--- src/rtl/oven_button_conditioner.sv ---
// Panel button conditioner: 2-flop sync, debounce, press/release pulses and optional auto-repeat.
// Auto-repeat is built only when OVEN_BTN_AUTO_REPEAT_EN is defined.
module oven_button_conditioner #(
  parameter int               N_BTN           = 5,
  parameter int               DEBOUNCE_CYCLES = 1000000,
  parameter int               REPEAT_DELAY    = 25000000,
  parameter int               REPEAT_PERIOD   = 5000000,
  parameter logic [N_BTN-1:0] REPEAT_MASK     = 5'b00110
) (
  input  logic             clk,
  input  logic             rst_n,
  input  logic [N_BTN-1:0] btn_raw,
  output logic [N_BTN-1:0] btn_level,
  output logic [N_BTN-1:0] btn_press,
  output logic [N_BTN-1:0] btn_release,
  output logic [N_BTN-1:0] btn_repeat
);

  localparam int             CW     = $clog2(DEBOUNCE_CYCLES);
  localparam logic [CW-1:0] DEB_TC = CW'(DEBOUNCE_CYCLES - 1);

`ifdef OVEN_BTN_AUTO_REPEAT_EN
  localparam int             RMAX   = (REPEAT_DELAY > REPEAT_PERIOD) ? REPEAT_DELAY : REPEAT_PERIOD;
  localparam int             RW     = (RMAX < 2) ? 1 : $clog2(RMAX);
  localparam logic [RW-1:0] DLY_TC = RW'(REPEAT_DELAY - 1);
  localparam logic [RW-1:0] PER_TC = RW'(REPEAT_PERIOD - 1);

  // state     | meaning
  // RELEASED  | button up (or not repeat-capable), no repeat pending
  // HOLD_WAIT | pressed, counting the initial delay to the first repeat
  // REPEATING | held past the delay, repeat pulse every period
  typedef enum logic [1:0] {RELEASED, HOLD_WAIT, REPEATING} rep_state_t;
`endif

  logic [N_BTN-1:0] s1, s2;

  always_ff @(posedge clk or negedge rst_n) begin
    if (!rst_n) begin
      s1 <= '0;
      s2 <= '0;
    end else begin
      s1 <= btn_raw;
      s2 <= s1;
    end
  end

  for (genvar i = 0; i < N_BTN; i++) begin : g_btn
    logic [CW-1:0] cnt;
    logic          level, press_q, release_q, repeat_q;
    logic          acc_press, acc_release, fire;

    assign acc_press   = (s2[i] != level) && (cnt == DEB_TC) &&  s2[i];
    assign acc_release = (s2[i] != level) && (cnt == DEB_TC) && !s2[i];

    always_ff @(posedge clk or negedge rst_n) begin
      if (!rst_n) begin
        cnt   <= '0;
        level <= 1'b0;
      end else if (s2[i] == level) begin
        cnt <= '0;
      end else if (cnt == DEB_TC) begin
        level <= s2[i];
        cnt   <= '0;
      end else begin
        cnt <= cnt + 1'b1;
      end
    end

`ifdef OVEN_BTN_AUTO_REPEAT_EN
    if (REPEAT_MASK[i]) begin : g_rep
      rep_state_t    state, state_nx;
      logic [RW-1:0] rcnt, rcnt_nx;

      always_ff @(posedge clk or negedge rst_n) begin
        if (!rst_n) begin
          state <= RELEASED;
          rcnt  <= '0;
        end else begin
          state <= state_nx;
          rcnt  <= rcnt_nx;
        end
      end

      always_comb begin
        state_nx = state;
        rcnt_nx  = rcnt + 1'b1;
        if (acc_release) begin
          state_nx = RELEASED;
          rcnt_nx  = '0;
        end else begin
          case (state)
            RELEASED: begin
              rcnt_nx = '0;
              if (acc_press) state_nx = HOLD_WAIT;
            end
            HOLD_WAIT: begin
              if (rcnt == DLY_TC) begin
                state_nx = REPEATING;
                rcnt_nx  = '0;
              end
            end
            REPEATING: begin
              if (rcnt == PER_TC) rcnt_nx = '0;
            end
            default: begin
              state_nx = RELEASED;
              rcnt_nx  = '0;
            end
          endcase
        end
      end

      // A release accepted on the same edge wins over a due repeat.
      always_comb begin
        fire = 1'b0;
        if (!acc_release) begin
          fire = ((state == HOLD_WAIT) && (rcnt == DLY_TC)) ||
                 ((state == REPEATING) && (rcnt == PER_TC));
        end
      end
    end else begin : g_no_rep
      assign fire = 1'b0;
    end
`else
    assign fire = 1'b0;
`endif

    always_ff @(posedge clk or negedge rst_n) begin
      if (!rst_n) begin
        press_q   <= 1'b0;
        release_q <= 1'b0;
        repeat_q  <= 1'b0;
      end else begin
        press_q   <= acc_press | fire;
        release_q <= acc_release;
        repeat_q  <= fire;
      end
    end

    assign btn_level[i]   = level;
    assign btn_press[i]   = press_q;
    assign btn_release[i] = release_q;
    assign btn_repeat[i]  = repeat_q;
  end

endmodule

--- config.mk ---
export PLATFORM = sky130hd
export DESIGN_NAME = oven_button_conditioner
export DESIGN_NICKNAME = d
export VERILOG_FILES = /design/src/rtl/oven_button_conditioner.sv
export SDC_FILE = /design/constraint.sdc
export NUM_CORES = 1
export LEC_CHECK = 0
export BUFFER_PORTS_ARGS = -buffer_cell sky130_fd_sc_hd__buf_2
export CORE_MARGIN = 1
export CORE_UTILIZATION = 60
export CTS_BUF_LIST = sky130_fd_sc_hd__clkbuf_16
export CTS_CLUSTER_DIAMETER = 100
export DETAILED_ROUTE_END_ITERATION = 10
export PLACE_DENSITY = 0.78
export SETUP_SLACK_MARGIN = 0.05
export SLEW_MARGIN = 25
export SYNTH_ARGS = -nofsm -noshare
export SYNTH_HDL_FRONTEND = slang
export SYNTH_SLANG_ARGS = --single-unit
--- constraint.sdc ---
create_clock -name clk -period 5.5 [get_ports clk]
set_input_delay 0.825 -clock clk [delete_from_list [all_inputs] [get_ports clk]]
set_output_delay 0.825 -clock clk [all_outputs]
set_load 0.1 [all_outputs]
==> results of run 1 <==
how the worst min path moves through the flow:
stage / startpoint / end / slack (ns) / depth (start not counted)
4_1_cts: s1[0] / s2[0] / 0.35 / 0
5_1_grt: s1[1] / s2[1] / 0.36 / 0
3_5_place_dp: s1[0] / s2[0] / 0.34 / 0
3_3_place_gp: s1[2] / s2[2] / 0.33 / 0
2_1_floorplan: s1[0] / s2[0] / 0.33 / 0
6_report: s1[0] / s2[0] / 0.35 / 0
cells in the mapped netlist (16+ instances only):
master	instances	share of area (%)
sky130_fd_sc_hd__inv_1	16	0.99
sky130_fd_sc_hd__nand3_1	39	3.2
sky130_fd_sc_hd__xor2_1	32	4.6
sky130_fd_sc_hd__nor2_1	67	4.2
sky130_fd_sc_hd__or3_1	23	2.4
sky130_fd_sc_hd__buf_4	20	2.5
sky130_fd_sc_hd__dfrtp_1	125	52
sky130_fd_sc_hd__xnor2_1	30	4.3
sky130_fd_sc_hd__o21ai_0	20	1.7
sky130_fd_sc_hd__nand2_1	35	2.2
sky130_fd_sc_hd__nor3_1	16	1.3
sky130_fd_sc_hd__a21oi_1	31	2.6
sky130_fd_sc_hd__or4_1	20	2.5
sky130_fd_sc_hd__nand4_1	22	2.3
routing by layer:
layer	part of all wire [%]	routed length, µm
met5	0	0
met2	49	5690
met3	3.8	442
met4	1.9	224
met1	46	5340
state kept, by name (all words and copies together), names as in the netlist:
name,flops
g_btn.press_q,5
s1,5
s2,5
g_btn.release_q,5
g_btn.level,5
g_btn.cnt,100
metrics by stage:
| step | hold WS [ns] | worst slack, ns |
|---|---|---|
| 6_report | 0.348 | 3.11 |
| 5_1_grt | 0.360 | 3.03 |
| 4_1_cts | 0.351 | 3.12 |
| 3_5_place_dp | 0.340 | 3.14 |
| 3_3_place_gp | 0.332 | 3.20 |
| 2_1_floorplan | 0.331 | 3.42 |
logic make-up (layout without fill, tap and decap cells):
group / Yosys count / in the layout
buffers and inverters: 52 / 70
adders and majority gates: 5 / 5
and+or+nand+nor: 282 / 282
muxes: 7 / 7
xor gates and xnor gates: 62 / 62
other: 1 / 5
DFF: 125 / 125
AOI/OAI and AO/OA: 68 / 68
worst max-delay path: stages (launching register included):
cell and delay, ns:
sky130_fd_sc_hd__dfrtp_1 0.42, sky130_fd_sc_hd__or4b_1 0.52, sky130_fd_sc_hd__or4_4 0.53, sky130_fd_sc_hd__o21ai_2 0.64
sky130_fd_sc_hd__nor2_1 0.13
area by class of cell:
type | instances | area (µm²)
Sequential cell | 125 | 3130
Clock inverter | 14 | 176
Fill cell | 723 | 3030
Inverter | 16 | 60.1
Timing Repair Buffer | 23 | 123
Tap cell | 133 | 166
Clock buffer | 17 | 425
Multi-Input combinational cell | 429 | 2660
power by group:
part	leakage [nW]	switching, mW	internal, mW
clock network	0.283	0.395	0.746
logic	0.754	0.0531	0.0146
registers	1.71	0.0151	0.933
==> run_results.csv, run 1 <==
group,metric,value,unit
placed_design,hpwlAfterDp,7.34,mm
yosys,synth-compound-area-share,6.78,%
yosys,synth.yosys.seq_area_share,51.7,%
timing,fin_setup_tns,0,ns
grt,met2_usage,40.2,%
drt,firstDrtPassIters,4,
pwr,finalPower,2.16,mW
drt,via_density_per_instance,5.88,
yosys,yosys-mux-area-fraction,1.32,%
timing,final.min_clock_period,2.39,ns
setup_path,regToRegEndpoint,"g_btn[0].cnt[8]",
floorplanning,fp.coreArea,0.00977,mm²
drt,count_of_unresolved_drc_violations_after_routing,0,
timing,worstMarginPinSlew,0.865,ns
grt,global_route.peak_usage_layer,"met2",
floorplanning,dieWidth,102,µm
cells_and_area,layout.nets,624,
clocking,cts-resized-gates,0,
yosys,yosys_warnings,0,
clocking,cts.path.max_buffers,2,
grt,grt_max_degree,70,
yosys,combinational_family_with_the_most_area_after_synthesis,"simple AND/OR/NAND/NOR gates",
pwr,power_leakage,2.75,nW
timing,timing.clock.skew,0.00491,ns
yosys,parity_gate_share_of_the_synthesized_area_counting_xor_and_xnor_cells,8.98,%
yosys,ys_types,46,
clocking,clock_insertion_delay_worst_skew,0.41,ns
drt,wirelength,11.7,mm
setup_path,worstSetupEndpoint,"g_btn[0].cnt[8]",
cells_and_area,antenna_cells,0,
timing,relative_slew_slack,42.3,%
placed_design,port_buf_inserts,21,
cells_and_area,final_design_area_no_fill,0.00674,mm²
yosys,syn-instance-count,602,
clocking,clk_transition_reported_paths,0.05,ns
worst_hold_path,worstHoldPathType,"reg2reg",
yosys,postSynth.asyncResetShare,100,%
setup_path,cp-start-kind,"flip-flop",
clocking,htree_levels,4,
drt,via_count,4452,
yosys,synth-adder-area-share,1.03,%
pwr,power.density,320,mW/mm²
yosys,postSynthRegisterBits,125,
timing,final_min_period_over_clock_period,43.5,%
cells_and_area,utilization,69.0,%
grt,grt_pass1_wl,20.3,mm
yosys,ys.flop_type,"sky130_fd_sc_hd__dfrtp_1",
setup_path,reg2reg_setup_slack,3.11,ns
drt,routed_wire_length_per_instance,15.5,µm
cells_and_area,synthToLayoutAreaGrowth,11.4,%
timing,maxClockFrequency,0.418,GHz
grt,initial_antenna_violation_count,0,
floorplanning,die_area,0.0105,mm²
grt,globalRouteMet3Util,6.43,%
grt,grt_pass1_vias,4333,
yosys,syn-cell-area,0.00605,mm²
status,status,"completed",
clocking,ctsRootBufferMaster,"sky130_fd_sc_hd__clkbuf_16",
setup_path,worstRegToRegCells,4,
cells_and_area,post_route_insts_no_fill,757,
drt,drtAntennaViolNets,0,
clocking,cts-hold-fix-buffers,0,
placed_design,placed_area,0.00614,mm²
yosys,syn_avg_cell_area,10.0,µm²
setup_path,timing_worst_setup_path_type,"reg2reg",
floorplanning,row_count,36,
pwr,vdd_ir_drop_max,244,µV
setup_path,critPathCaptureType,"flip-flop",
cells_and_area,drive_above_1_share,11.5,%
timing,report.final.slew_viol_count,0,
setup_path,critPathArrivalTime,2.65,ns
floorplanning,die_height,102,µm
clocking,clock-sinks,125,
cells_and_area,final_common_cell,"sky130_fd_sc_hd__dfrtp_1",
setup_path,critPathMaxFanout,19,
placed_design,numPlacedInstances,726,
timing,finalSetupViolCount,0,
floorplanning,num_io_pins,27,
clocking,cts_tree,"done",
flow_run,cap_viol_max_count,0,
setup_path,timing.rr.start,"g_btn[0].cnt[8]",
drt,drt-initial-drc-count,317,
yosys,synth-simple-area-share,25.4,%
clocking,numCtsBuffers,17,
placed_design,gp_routability_congestion,0.865,
clocking,cts_setup_buffers,0,
setup_path,worst_ep_required_time,5.76,ns
floorplanning,initial_core_util,61.9,%
yosys,synth_enable_flop_cells,0,
cells_and_area,most_frequent_cells_in_the_layout,"sky130_fd_sc_hd__dfrtp_1 (125), sky130_fd_sc_hd__nor2_1 (67), sky130_fd_sc_hd__nand3_1 (39)",
setup_path,critical_path.startpoint,"g_btn[0].cnt[8]",
timing,report.final.hold_viol_count,0,
grt,groute.layer.met1.usage,33.5,%
timing,rsz0062_at_grt,"false",
grt,groute.usage.overall,25.1,%
grt,grt_residual_overflow,0,
Note: power is estimated with default switching activity, not from simulation.
==> inputs of run 2 (changes only) <==
- ABC_AREA: not set -> 1
- clock period: 5.5 -> 2.4 ns (I/O delays scaled with it)
==> run_results.csv, run 2 <==
group,metric,value,unit
grt,met2_usage,42.4,%
setup_path,path_depth,1,
setup_path,critPathCaptureType,"primary output",
setup_path,critPathArrivalTime,1.27,ns
drt,drtAntennaViolNets,0,
yosys,combinational_family_with_the_most_area_after_synthesis,"simple AND/OR/NAND/NOR gates",
pwr,power.net_switching,1.07,mW
pwr,power.density,684,mW/mm²
grt,groute.layer.met1.usage,34.3,%
clocking,clock_insertion_delay_worst_skew,0.42,ns
floorplanning,die_height,107,µm
yosys,ys.flop_type,"sky130_fd_sc_hd__dfrtp_1",
floorplanning,initial_core_util,62.8,%
yosys,syn-cell-area,0.00660,mm²
setup_path,cp-start-kind,"flip-flop",
cells_and_area,post_route_insts_no_fill,990,
placed_design,dp_worst_setup_slack,0.775,ns
timing,worstMarginPinSlew,0.517,ns
cells_and_area,most_frequent_cells_in_the_layout,"sky130_fd_sc_hd__nor2_1 (213), sky130_fd_sc_hd__dfrtp_1 (125), sky130_fd_sc_hd__nand2_1 (124)",
clocking,htree_levels,4,
pwr,p_int,4.00,mW
clocking,clk_transition_reported_paths,0.06,ns
setup_path,cp_top_family,"buffers and inverters",
grt,grt_pass1_vias,5298,
cells_and_area,flip_flop_count_of_the_largest_register_all_copies_and_words_added,100,
grt,groute.usage.overall,26.5,%
setup_path,worstRegToRegCells,6,
yosys,syn_avg_cell_area,8.10,µm²
placed_design,port_buf_inserts,21,
grt,grt_max_degree,60,
yosys,synth_enable_flop_cells,0,
yosys,post-synth-top-area-fraction,47.4,%
timing,relative_slew_slack,65.4,%
pwr,power_frac_comb,3.5,%
cells_and_area,layout.nets,853,
yosys,netlist_top_cells_count,"sky130_fd_sc_hd__nor2_1 (213), sky130_fd_sc_hd__dfrtp_1 (125), sky130_fd_sc_hd__nand2_1 (124)",
grt,initial_antenna_violation_count,0,
clocking,ctsRootBufferMaster,"sky130_fd_sc_hd__clkbuf_16",
timing,finalSetupViolCount,0,
setup_path,cp_slowest_stage_delay,0.46,ns
placed_design,numPlacedInstances,957,
timing,final_critical_path_setup_slack,0.772,ns
timing,report.final.slew_viol_count,0,
drt,via_density_per_instance,5.37,
pwr,finalPower,5.07,mW
clocking,cts_setup_buffers,0,
status,status,"completed",
cells_and_area,largest_register,"g_btn.cnt",
pwr,vdd_ir_drop_max,645,µV
drt,drt-initial-drc-count,266,
pwr,power.share.switching,21.2,%
cells_and_area,register_area,0.00313,mm²
yosys,postSynthRegisterBits,125,
clocking,clock-sinks,125,
worst_hold_path,number_of_instances_on_the_worst_hold_path,1,
grt,global_route.peak_usage_layer,"met2",
floorplanning,die_area,0.0114,mm²
yosys,parity_gate_share_of_the_synthesized_area_counting_xor_and_xnor_cells,6.50,%
clocking,numCtsBuffers,17,
yosys,synth.top_cells.by_area,"sky130_fd_sc_hd__dfrtp_1 (47%), sky130_fd_sc_hd__nor2_1 (12%), sky130_fd_sc_hd__nand2_1 (7.1%), sky130_fd_sc_hd__nand3_1 (5.9%), sky130_fd_sc_hd__inv_1 (4.4%)",
setup_path,worst_path_slowest_cell,"sky130_fd_sc_hd__buf_2",
timing,final_min_period_over_clock_period,67.8,%
drt,wirelength,13.2,mm
floorplanning,row_count,37,
timing,report.final.hold_viol_count,0,
setup_path,timing_worst_setup_path_type,"reg2out",
cells_and_area,drive_above_1_share,11.9,%
worst_hold_path,worstHoldPathType,"in2reg",
timing,final_hold_slack,0.0372,ns
setup_path,critPathMaxFanout,4,
yosys,synth.yosys.seq_area_share,47.4,%
cells_and_area,fillers,828,
yosys,yosys-mux-area-fraction,0,%
cells_and_area,antenna_cells,0,
cells_and_area,utilization,70.5,%
clocking,cts.path.max_buffers,2,
yosys,syn-instance-count,815,
timing,maxClockFrequency,0.614,GHz
pwr,p_seq_share,42.7,%
clocking,cts_tree,"done",
timing,timing.clock.skew,0.00685,ns
yosys,synth-compound-area-share,2.37,%
setup_path,critical_path.cell_chain,"buf_2",
placed_design,gp_routability_congestion,0.917,
flow_run,cap_viol_max_count,0,
grt,grt_residual_overflow,0,
yosys,post-synth-top-count-cell,"sky130_fd_sc_hd__nor2_1",
cells_and_area,synthToLayoutAreaGrowth,12.2,%
yosys,synthDominantAreaCellType,"sky130_fd_sc_hd__dfrtp_1",
floorplanning,num_io_pins,27,
timing,final.min_clock_period,1.63,ns
cells_and_area,multi_input_area,0.00303,mm²
yosys,synth-simple-area-share,35.8,%
drt,routed_wire_length_per_instance,13.3,µm
setup_path,worstPathBufferInverterCount,1,
yosys,synth-adder-area-share,0.948,%
pwr,clock_power_share,53.9,%
cells_and_area,final_design_area_no_fill,0.00741,mm²
placed_design,hpwlAfterDp,9.39,mm
pwr,power_leakage,3.24,nW
drt,count_of_unresolved_drc_violations_after_routing,0,
placed_design,placed_area,0.00677,mm²
grt,grt_pass1_wl,23.6,mm
yosys,yosys_warnings,0,
floorplanning,dieWidth,107,µm
drt,via_count,5314,
cells_and_area,final_common_cell,"sky130_fd_sc_hd__nor2_1",
floorplanning,fp.coreArea,0.0105,mm²
grt,globalRouteMet3Util,6.69,%
drt,firstDrtPassIters,5,
timing,rsz0062_at_grt,"false",
yosys,ys_types,31,
yosys,postSynth.asyncResetShare,100,%
timing,fin_setup_tns,0,ns
setup_path,worst_ep_required_time,2.04,ns
==> run 2: changes by cell type after synthesis, sizes merged, moves of 12 or more <==
cell   change
a21oi     -14
inv       +62
nand2    +102
nand3     +49
nand4     -12
nor2     +167
o31ai     -14
or3       -23
or4       -21
==> run 2: logic make-up (layout without fill, tap and decap cells) <==
kind of cell | count (synthesis) | count (layout)
buf+inv | 101 | 136
simple gates | 504 | 504
xor+xnor | 49 | 49
fa+ha+maj | 5 | 5
other cells | 1 | 5
flops | 125 | 125
compound gates | 30 | 30
==> run 2: final timing paths <==
check	from	endpoint	slack, ns
hold reg to reg	s1[4]	s2[4]	0.35
max in group asynchronous	rst_n	g_btn[0].cnt[4]	1.25
setup reg to reg	g_btn[2].level	g_btn[2].cnt[12]	0.82
min in group asynchronous	rst_n	g_btn[3].press_q	0.45
setup / recovery	g_btn[4].level	btn_level[4]	0.77
hold / removal	btn_raw[1]	s1[1]	0.04
==> run 2: power by group through the flow <==
| stage | sequential (mW) | combinational [mW] | clock [mW] |
|---|---|---|---|
| CTS | 2.16 | 0.180 | 2.78 |
| detailed placement | 2.20 | 0.179 | 0 |
| finish | 2.16 | 0.176 | 2.73 |
| floorplan | 2.19 | 0.112 | 0 |
| global route | 2.17 | 0.201 | 2.87 |
| global placement | 2.20 | 0.173 | 0 |
==> run 2: per-layer routing <==
metal  vias to the layer above  routed length (µm)
met5                         -                   0
met4                         0                 266
met3                        27                 713
met2                       133                6220
met1                      2535                5980
li1                       2619                   -
==> run 2: layout make-up <==
cell class | instances | area share [%]
inverter | 78 | 3.95
sequential | 125 | 42.2
multi-input combinational | 593 | 40.9
timing repair buffer | 26 | 2.16
clock buffer | 17 | 5.74
clock inverter | 15 | 2.72
tap | 136 | 2.30
==> run 2: what timing repair did <==
item,in CTS,in global routing
hold buffers,1,0
resized for setup,0,0
endpoints found under the setup margin,0,0
endpoints found under the hold margin,35,0
==> inputs of run 3 (changes only) <==
- CORE_UTILIZATION: 60 -> 56
- PLACE_DENSITY: 0.78 -> 0.76
- clock period: 2.4 -> 1.4 ns (I/O delays scaled with it)
==> run_results.csv, run 3 (synthesized netlist as in run 2, its figures left out) <==
group,metric,value,unit
status,status,"complete, but fails checks",
status,violations,"negative setup slack",
grt,grt_pass1_vias,5584,
grt,grt_pass1_wl,24.7,mm
cells_and_area,largest_register,"g_btn.cnt",
pwr,finalPower,8.16,mW
timing,final.min_clock_period,1.50,ns
floorplanning,die_height,111,µm
clocking,clock-sinks,125,
setup_path,critPathMaxFanout,5,
placed_design,hpwlAfterDp,9.53,mm
setup_path,cp-start-kind,"flip-flop",
cells_and_area,layout.nets,928,
cells_and_area,antenna_cells,0,
setup_path,critPathCaptureType,"flip-flop",
pwr,power_frac_comb,5.6,%
floorplanning,die_area,0.0122,mm²
grt,initial_antenna_violation_count,0,
cells_and_area,drive_above_1_share,33.4,%
floorplanning,initial_core_util,57.6,%
grt,grt_max_degree,38,
worst_hold_path,worstHoldPathType,"in2async",
setup_path,timing.rr.start,"g_btn[1].cnt[6]",
timing,finalSetupViolCount,34,
cells_and_area,synthToLayoutAreaGrowth,32.7,%
floorplanning,num_io_pins,27,
drt,count_of_unresolved_drc_violations_after_routing,0,
timing,rsz0062_at_grt,"true",
setup_path,reg2reg_setup_slack,-0.1,ns
clocking,ctsRootBufferMaster,"sky130_fd_sc_hd__clkbuf_16",
setup_path,critPathArrivalTime,1.80,ns
floorplanning,dieWidth,111,µm
drt,via_density_per_instance,5.63,
timing,final_critical_path_setup_slack,-0.0981,ns
drt,routed_wire_length_per_instance,16.7,µm
drt,drtAntennaViolNets,0,
clocking,numCtsBuffers,17,
pwr,power.density,932,mW/mm²
drt,drt-initial-drc-count,474,
flow_run,cap_viol_max_count,0,
clocking,cts.path.max_buffers,2,
grt,grt_residual_overflow,0,
setup_path,timing_worst_setup_path_type,"reg2reg",
drt,route.top_layer_used,"met4",
pwr,power.share.switching,23.9,%
drt,via_count,6022,
placed_design,gp_routability_congestion,0.935,
clocking,htree_levels,4,
drt,wirelength,17.8,mm
placed_design,numPlacedInstances,994,
setup_path,regToRegEndpoint,"g_btn[1].cnt[19]",
timing,timing.clock.skew,0.00920,ns
cells_and_area,most_frequent_cells_in_the_layout,"sky130_fd_sc_hd__nor2_1 (152), sky130_fd_sc_hd__nand2_1 (109), sky130_fd_sc_hd__dfrtp_1 (106)",
placed_design,port_buf_inserts,21,
cells_and_area,post_route_insts_no_fill,1070,
clocking,clock_insertion_delay_worst_skew,0.43,ns
setup_path,worstRegToRegCells,6,
cells_and_area,flip_flop_count_of_the_largest_register_all_copies_and_words_added,100,
clocking,cts_tree,"done",
cells_and_area,final_common_cell,"sky130_fd_sc_hd__nor2_1",
floorplanning,row_count,39,
pwr,power.net_switching,1.95,mW
pwr,clock_power_share,48.7,%
grt,groute.usage.overall,25.1,%
timing,final_min_period_over_clock_period,107,%
pwr,vdd_ir_drop_max,1060,µV
timing,report.final.hold_viol_count,0,
timing,report.final.slew_viol_count,0,
pwr,power_leakage,3.63,nW
pwr,p_seq_share,45.7,%
timing,final_hold_slack,0.199,ns
timing,maxClockFrequency,0.668,GHz
drt,routedLengthMet1,6.81,mm
drt,firstDrtPassIters,6,
floorplanning,fp.coreArea,0.0115,mm²
drt,route.met3.wl,1.02,mm
drt,dr_wl_met2,9.23,mm
pwr,p_int,6.21,mW
setup_path,critical_path.startpoint,"g_btn[1].cnt[6]",
clocking,clk_transition_reported_paths,0.06,ns
setup_path,worst_ep_required_time,1.70,ns
==> run 3: cell count changes in the layout (fill, tap and decap cells not counted), moves of 19 or more <==
cell,delta
sky130_fd_sc_hd__dfrtp_1,-19
sky130_fd_sc_hd__buf_4,+64
sky130_fd_sc_hd__dfrtp_2,+19
sky130_fd_sc_hd__nand3_1,-21
sky130_fd_sc_hd__nor2_1,-61
sky130_fd_sc_hd__nor2_4,+25
sky130_fd_sc_hd__nor2_2,+36
==> run 3: per-layer routing <==
metal	up-vias	GRT usage, %
met5	-	0
met4	0	9.78
met3	83	7.52
met2	281	41.6
met1	2892	30.7
li1	2766	-
==> run 3: critical path, stage by stage (launching register included) <==
cell	delay (ns)
sky130_fd_sc_hd__dfrtp_1	0.44
sky130_fd_sc_hd__nor2_1	0.25
sky130_fd_sc_hd__nand3_1	0.18
sky130_fd_sc_hd__nor2_4	0.18
sky130_fd_sc_hd__nand3_4	0.14
sky130_fd_sc_hd__nand3_1	0.13
sky130_fd_sc_hd__nor2_1	0.06
==> run 3: power groups by stage <==
stage          Sequential [mW]  Combinational [mW]  Clock (mW)
4_1_cts                   3.71               0.374        4.00
6_report                  3.73               0.458        3.98
2_1_floorplan             3.76               0.192           0
5_1_grt                   3.73               0.502        4.17
3_5_place_dp              3.77               0.340           0
3_3_place_gp              3.76               0.330           0
==> run 3: metrics by stage <==
step	util [%]	setup WS (ns)	area, µm²	TNS (ns)
after global routing	76.4	-0.141	8760	-4.36
after CTS	68.8	-0.0113	7890	-0.0113
after floorplan	-	0.0889	6620	0
after detailed placement	61.3	-0.0352	7030	-0.357
final	76.4	-0.0981	8760	-1.36
after global placement	61.3	-0.00762	7030	-0.0270
==> run 3: worst max-delay path by stage <==
stage,end,slack [ns],cells after the start
CTS,g_btn[1].cnt[12],-0.01,6
global route,g_btn[4].cnt[15],-0.14,6
floorplan,g_btn[2].cnt[16],0.09,7
detailed placement,g_btn[1].cnt[5],-0.04,6
global placement,g_btn[4].cnt[18],-0.008,6
finish,g_btn[1].cnt[19],-0.1,6
==> run 3: layout make-up <==
class                      count  area [µm²]
inverter                      78         295
sequential                   125        3150
fill                         717        2710
tap                          143         179
clock buffer                  17         425
timing repair buffer          95         815
multi-input combinational    599        3780
clock inverter                13         105
==> run 3: timing repair <==
| item | in CTS | in global routing |
|---|---|---|
| cloned | 4 | 2 |
| hold endpoints to repair | 108 | 0 |
| pin swaps | 14 | 59 |
| setup endpoints to repair | 74 | 91 |
| setup buffers | 4 | 30 |
| hold buffers | 6 | 0 |
| gates resized for setup | 50 | 176 |
